**src/rtl/pixel_write_arbiter.sv**
```systemverilog
// pixel_write_arbiter: sole owner of the pixel_memory write port. Arbitrates
// two pixel requesters round-robin and runs a full-frame clear sweep that
// fills all pixels with one colour. Outputs are registered, one write per clk.
module pixel_write_arbiter #(
  parameter int COLOR_W = 12,
  parameter int COORD_W = 6
) (
  input  logic               clk,
  input  logic               reset,
  input  logic               clear_start,
  input  logic [COLOR_W-1:0] clear_color,
  output logic               clear_busy,
  output logic               clear_done,
  input  logic               req0_valid,
  output logic               req0_ready,
  input  logic [COORD_W-1:0] req0_x,
  input  logic [COORD_W-1:0] req0_y,
  input  logic [COLOR_W-1:0] req0_color,
  input  logic               req1_valid,
  output logic               req1_ready,
  input  logic [COORD_W-1:0] req1_x,
  input  logic [COORD_W-1:0] req1_y,
  input  logic [COLOR_W-1:0] req1_color,
  output logic               write_en,
  output logic [COORD_W-1:0] write_x,
  output logic [COORD_W-1:0] write_y,
  output logic [COLOR_W-1:0] write_color
);

  localparam int CTR_W = 2 * COORD_W;
  localparam logic [CTR_W-1:0] LAST_PIX = '1;
  localparam logic [CTR_W-1:0] CTR_ONE  = CTR_W'(1);

  typedef enum logic {ARB, CLEAR} state_t;

  state_t             state_q, state_d;
  logic [CTR_W-1:0]   ctr_q, ctr_d;          // pixel index currently on the write port during a sweep
  logic [COLOR_W-1:0] fill_q, fill_d;        // colour captured at clear_start
  logic               last_grant_q, last_grant_d;  // 1 = req1 won the last contended cycle
  logic               write_en_q, write_en_d;
  logic [COORD_W-1:0] write_x_q, write_x_d;
  logic [COORD_W-1:0] write_y_q, write_y_d;
  logic [COLOR_W-1:0] write_color_q, write_color_d;
  logic               busy_q, busy_d;
  logic               done_q, done_d;

  // Next-state, arbitration and combinational ready generation
  always_comb begin
    state_d       = state_q;
    ctr_d         = ctr_q;
    fill_d        = fill_q;
    last_grant_d  = last_grant_q;
    write_en_d    = 1'b0;
    write_x_d     = write_x_q;
    write_y_d     = write_y_q;
    write_color_d = write_color_q;
    busy_d        = busy_q;
    done_d        = 1'b0;
    req0_ready    = 1'b0;
    req1_ready    = 1'b0;

    case (state_q)
      ARB: begin
        if (clear_start) begin
          // First sweep write (0,0) goes out on the very next cycle.
          state_d       = CLEAR;
          ctr_d         = '0;
          fill_d        = clear_color;
          busy_d        = 1'b1;
          write_en_d    = 1'b1;
          write_x_d     = '0;
          write_y_d     = '0;
          write_color_d = clear_color;
        end else begin
          if (req0_valid && req1_valid) begin
            // Contention: the side that did not win last time gets the port.
            req0_ready   = last_grant_q;
            req1_ready   = ~last_grant_q;
            last_grant_d = ~last_grant_q;
          end else begin
            req0_ready = req0_valid;
            req1_ready = req1_valid;
          end
          if (req0_ready) begin
            write_en_d    = 1'b1;
            write_x_d     = req0_x;
            write_y_d     = req0_y;
            write_color_d = req0_color;
          end else if (req1_ready) begin
            write_en_d    = 1'b1;
            write_x_d     = req1_x;
            write_y_d     = req1_y;
            write_color_d = req1_color;
          end
        end
      end
      CLEAR: begin
        if (ctr_q == LAST_PIX) begin
          // Final pixel is on the port now; hand back to arbitration next cycle.
          state_d = ARB;
          ctr_d   = '0;
          busy_d  = 1'b0;
        end else begin
          ctr_d         = ctr_q + CTR_ONE;
          write_en_d    = 1'b1;
          write_x_d     = ctr_d[COORD_W-1:0];
          write_y_d     = ctr_d[CTR_W-1:COORD_W];
          write_color_d = fill_q;
          done_d        = (ctr_d == LAST_PIX);
        end
      end
      default: state_d = ARB;
    endcase
  end

  // State and output registers with asynchronous reset
  always_ff @(posedge clk or posedge reset) begin
    if (reset) begin
      state_q       <= ARB;
      ctr_q         <= '0;
      fill_q        <= '0;
      last_grant_q  <= 1'b1;
      write_en_q    <= 1'b0;
      write_x_q     <= '0;
      write_y_q     <= '0;
      write_color_q <= '0;
      busy_q        <= 1'b0;
      done_q        <= 1'b0;
    end else begin
      state_q       <= state_d;
      ctr_q         <= ctr_d;
      fill_q        <= fill_d;
      last_grant_q  <= last_grant_d;
      write_en_q    <= write_en_d;
      write_x_q     <= write_x_d;
      write_y_q     <= write_y_d;
      write_color_q <= write_color_d;
      busy_q        <= busy_d;
      done_q        <= done_d;
    end
  end

  assign write_en    = write_en_q;
  assign write_x     = write_x_q;
  assign write_y     = write_y_q;
  assign write_color = write_color_q;
  assign clear_busy  = busy_q;
  assign clear_done  = done_q;

endmodule

```
**config.mk**
```make
export PLATFORM = sky130hd
export DESIGN_NAME = pixel_write_arbiter
export DESIGN_NICKNAME = d
export VERILOG_FILES = /design/src/rtl/pixel_write_arbiter.sv
export SDC_FILE = /design/constraint.sdc
export NUM_CORES = 1
export LEC_CHECK = 0
export BUFFER_PORTS_ARGS = -buffer_cell sky130_fd_sc_hd__buf_4
export CAP_MARGIN = 20
export CELL_PAD_IN_SITES_DETAIL_PLACEMENT = 1
export CELL_PAD_IN_SITES_GLOBAL_PLACEMENT = 2
export CORE_ASPECT_RATIO = 1.1
export CORE_UTILIZATION = 31
export CTS_CLUSTER_SIZE = 14
export DETAILED_ROUTE_END_ITERATION = 8
export PLACE_DENSITY = 0.89
export SETUP_SLACK_MARGIN = 0.15
export SYNTH_ARGS = -nofsm -noshare
export SYNTH_HDL_FRONTEND = slang
export SYNTH_SLANG_ARGS = --single-unit
```
**constraint.sdc**
```tcl
create_clock -name clk -period 2.6 [get_ports clk]
set_input_delay 0.13 -clock clk [delete_from_list [all_inputs] [get_ports clk]]
set_output_delay 0.13 -clock clk [all_outputs]
set_load 0.02 [all_outputs]
```
==> impl_metrics.csv <==
group,metric,value,unit
outcome,outcome,"completed",
place,gp_congestion,0.8112,
yosys,syn_area,0.003246,mm²
layout,syn2layout_area_growth,28.14,%
sta,worstMarginPinSlew,0.5458,ns
clock_tree,clock-root-buffer,"clkbuf_8",
clock_tree,cts_buffers,5,
yosys,synthCells,349,
detailed_routing,drt_iter0_markers,115,
clock_tree,cts.path.max_buffers,2,
job,maxCapViolCount,0,
global_route,grt_pass1_vias,3104,
worst_setup_path,crit_buf_inv,1,
yosys,ys_ff_latch,53,
detailed_routing,wl_per_cell,17.51,µm
die,die_w,99.56,µm
yosys,yosysUniqueCellTypes,45,
detailed_routing,routed-via-count,3035,
yosys,synth_compound_area_frac,0.3177,
yosys,synth-edff-count,0,
worst_setup_path,cpPeakStageDelay,0.49,ns
worst_setup_path,crit_path_start_kind,"flip-flop",
yosys,synth_fa_ha_area_frac,0.007710,
die,die_h,109.3,µm
sta,fin_crit_sh,0.8097,
sta,final_max_slew_viol_count,0,
yosys,synth_fp_nets,416,
global_route,grt_pass1_wl,16.16,mm
layout,final_layout_size_suffix_gt1_frac,0.3520,
yosys,synth-simple-area-share,0.1465,
worst_setup_path,crit_type,"flip-flop to flip-flop",
sta,skew,0.004141,ns
power,p_per_area,651.1,mW/mm²
worst_setup_path,worstPathMaxFanout,11,
clock_tree,cts_tree,"built",
yosys,synthFlopType,"dfrtp_1",
yosys,synth_xor_area_frac,0.01079,
worst_setup_path,r2r_setup_slack,0.49,ns
detailed_routing,routed_wl,9.961,mm
sta,finalSetupTns,0,ns
worst_setup_path,crit_chain,"ha_1 -> and3_1 -> a31oi_1 -> buf_4 -> o21ai_0 -> o211ai_1",
detailed_routing,antenna_left,0,
worst_setup_path,crit_family,"compound AO/OA/AOI/OAI gates",
worst_setup_path,crit_path_end_kind,"flip-flop",
sta,fin_crit,2.105,ns
power,p_leak,1.837,nW
yosys,synth_top_area_frac,0.4009,
clock_tree,clk_latency,0.31,ns
layout,antenna_cells,0,
yosys,yosys.area.top_type,"dfrtp_1",
yosys,synth_top_family_by_area,"compound AO/OA/AOI/OAI gates",
yosys,async_flop_share,1.000,
global_route,grt_max_degree,54,
clock_tree,htree_levels,2,
layout,final_common_cell,"buf_4",
global_route,grt.total_usage,0.1902,
die,start_util,0.3235,
die,coreArea,0.01003,mm²
worst_setup_path,worst-endpoint-arrival,2.33,ns
place,port_buffers,93,
power,vdd.ir_drop.worst,221.9,µV
global_route,grt_antenna_before_repair,0,
detailed_routing,avgViaCountPerCell,5.334,
place,dpl.cell_count,558,
yosys,syn_avg_cell_area,9.300,µm²
layout,num-fill-cells,1203,
die,io_pins,94,
detailed_routing,drt_first_pass_iters,4,
yosys,synth.area.top_cells,"dfrtp_1 40%, a31oi_2 7.3%, o21ai_0 6.3%",
worst_setup_path,slowest_stage,"a31oi_1",
sta,hold_viol_final,0,
yosys,yosysSeqAreaShare,0.4090,
sta,whs,0.06002,ns
sta,slew_headroom,0.6361,
detailed_routing,remaining_drc_errors,0,
clock_tree,clock-sinks,53,
layout,nNetsFinal,495,
layout,final_cells,569,
die,row_count,38,
place,placed_area,0.004050,mm²
worst_setup_path,required,2.83,ns
sta,timing.fmax,0.4750,GHz
hold_path,hold_path_class,"input port to flip-flop",
sta,rsz0062_at_grt,"no",
layout,fin_area,0.004159,mm²
layout,layout_common_cells,"104 x buf_4, 52 x dfrtp_1, 41 x o21ai_0",
yosys,yosys_warnings,0,
die,die-area,0.01088,mm²
clock_tree,cts_resized,0,
yosys,synthMuxAreaShare,0.04510,
global_route,grt_overflow,0,
clock_tree,path_clk_slew,0.10,ns
sta,setup_viol_count_final,0,
place,hpwl,7.220,mm
kinds of logic after synthesis:
family,Yosys count
DFF,53
buffers and inverters,45
adders and majority gates,2
muxes,13
AOI/OAI and AO/OA,149
xor gates and xnor gates,4
and+or+nand+nor,83
synthesized netlist by cell type, types with 3 or more instances:
cell,count
buf_2,6
nand4_1,4
nand3_1,9
a31oi_1,12
nand2_1,14
a31oi_2,19
o21ai_0,41
mux2_2,13
nor3_1,6
xnor2_1,3
buf_6,3
and4_1,6
clkbuf_1,24
dfrtp_1,52
and3_1,28
a21oi_1,30
a22oi_1,12
a21boi_0,24
inv_1,10
nor2_1,5
registers in the layout, indices dropped and copies added, names as in the netlist:
signal,count
write_y,6
clear_done,1
write_color,12
write_en,1
last_grant_q,1
write_x,6
clear_busy,1
state_q,1
ctr_q,12
fill_q,12
path summary, 6_finish.rpt:
| kind | to | startpoint | depth (start not counted) |
|---|---|---|---|
| setup / recovery | write_y[3] | ctr_q[1] | 6 |
| hold / removal | fill_q[11] | clear_color[11] | 2 |
| setup reg to reg | write_y[3] | ctr_q[1] | 6 |
| hold reg to reg | last_grant_q | last_grant_q | 1 |
| max in group asynchronous | ctr_q[5] | reset | 4 |
| min in group asynchronous | fill_q[11] | reset | 3 |
cell type report:
cell class / count / area, µm² / area share
multi-input combinational: 251 / 1718 / 0.4131
sequential: 53 / 1328 / 0.3192
timing repair buffer: 106 / 810.8 / 0.1949
tap: 140 / 175.2 / 0.04212
clock buffer: 7 / 76.32 / 0.01835
inverter: 11 / 43.79 / 0.01053
clock inverter: 1 / 7.507 / 0.001805
report_power, final:
part	switching (mW)	total [mW]	internal (mW)
registers	0.215	1.24	1.02
logic	0.525	0.991	0.466
clock network	0.288	0.480	0.192
total	1.03	2.71	1.68
per-stage QoR:
| step | util | worst slack [ns] | power, mW |
|---|---|---|---|
| 2_1_floorplan | - | 0.7425 | 1.844 |
| 3_3_place_gp | 0.4037 | 0.4771 | 2.211 |
| 3_5_place_dp | 0.4037 | 0.3410 | 2.251 |
| 4_1_cts | 0.4131 | 0.3122 | 2.728 |
| 5_1_grt | 0.4146 | 0.3198 | 2.890 |
| 6_report | 0.4146 | 0.4947 | 2.708 |
what timing repair did:
item,CTS,global route
endpoints found under the hold margin,12,0
hold buffers,1,0
buffers inserted,0,2
setup endpoints to repair,0,8
metal layers:
layer | track usage | vias up | routed length (µm)
li1 | - | 1460 | -
met1 | 0.2380 | 1498 | 4336
met2 | 0.3408 | 71 | 5066
met3 | 0.03369 | 6 | 474
met4 | 0.04622 | 0 | 84
met5 | 0 | - | 0
(Power assumes the default switching activity.)
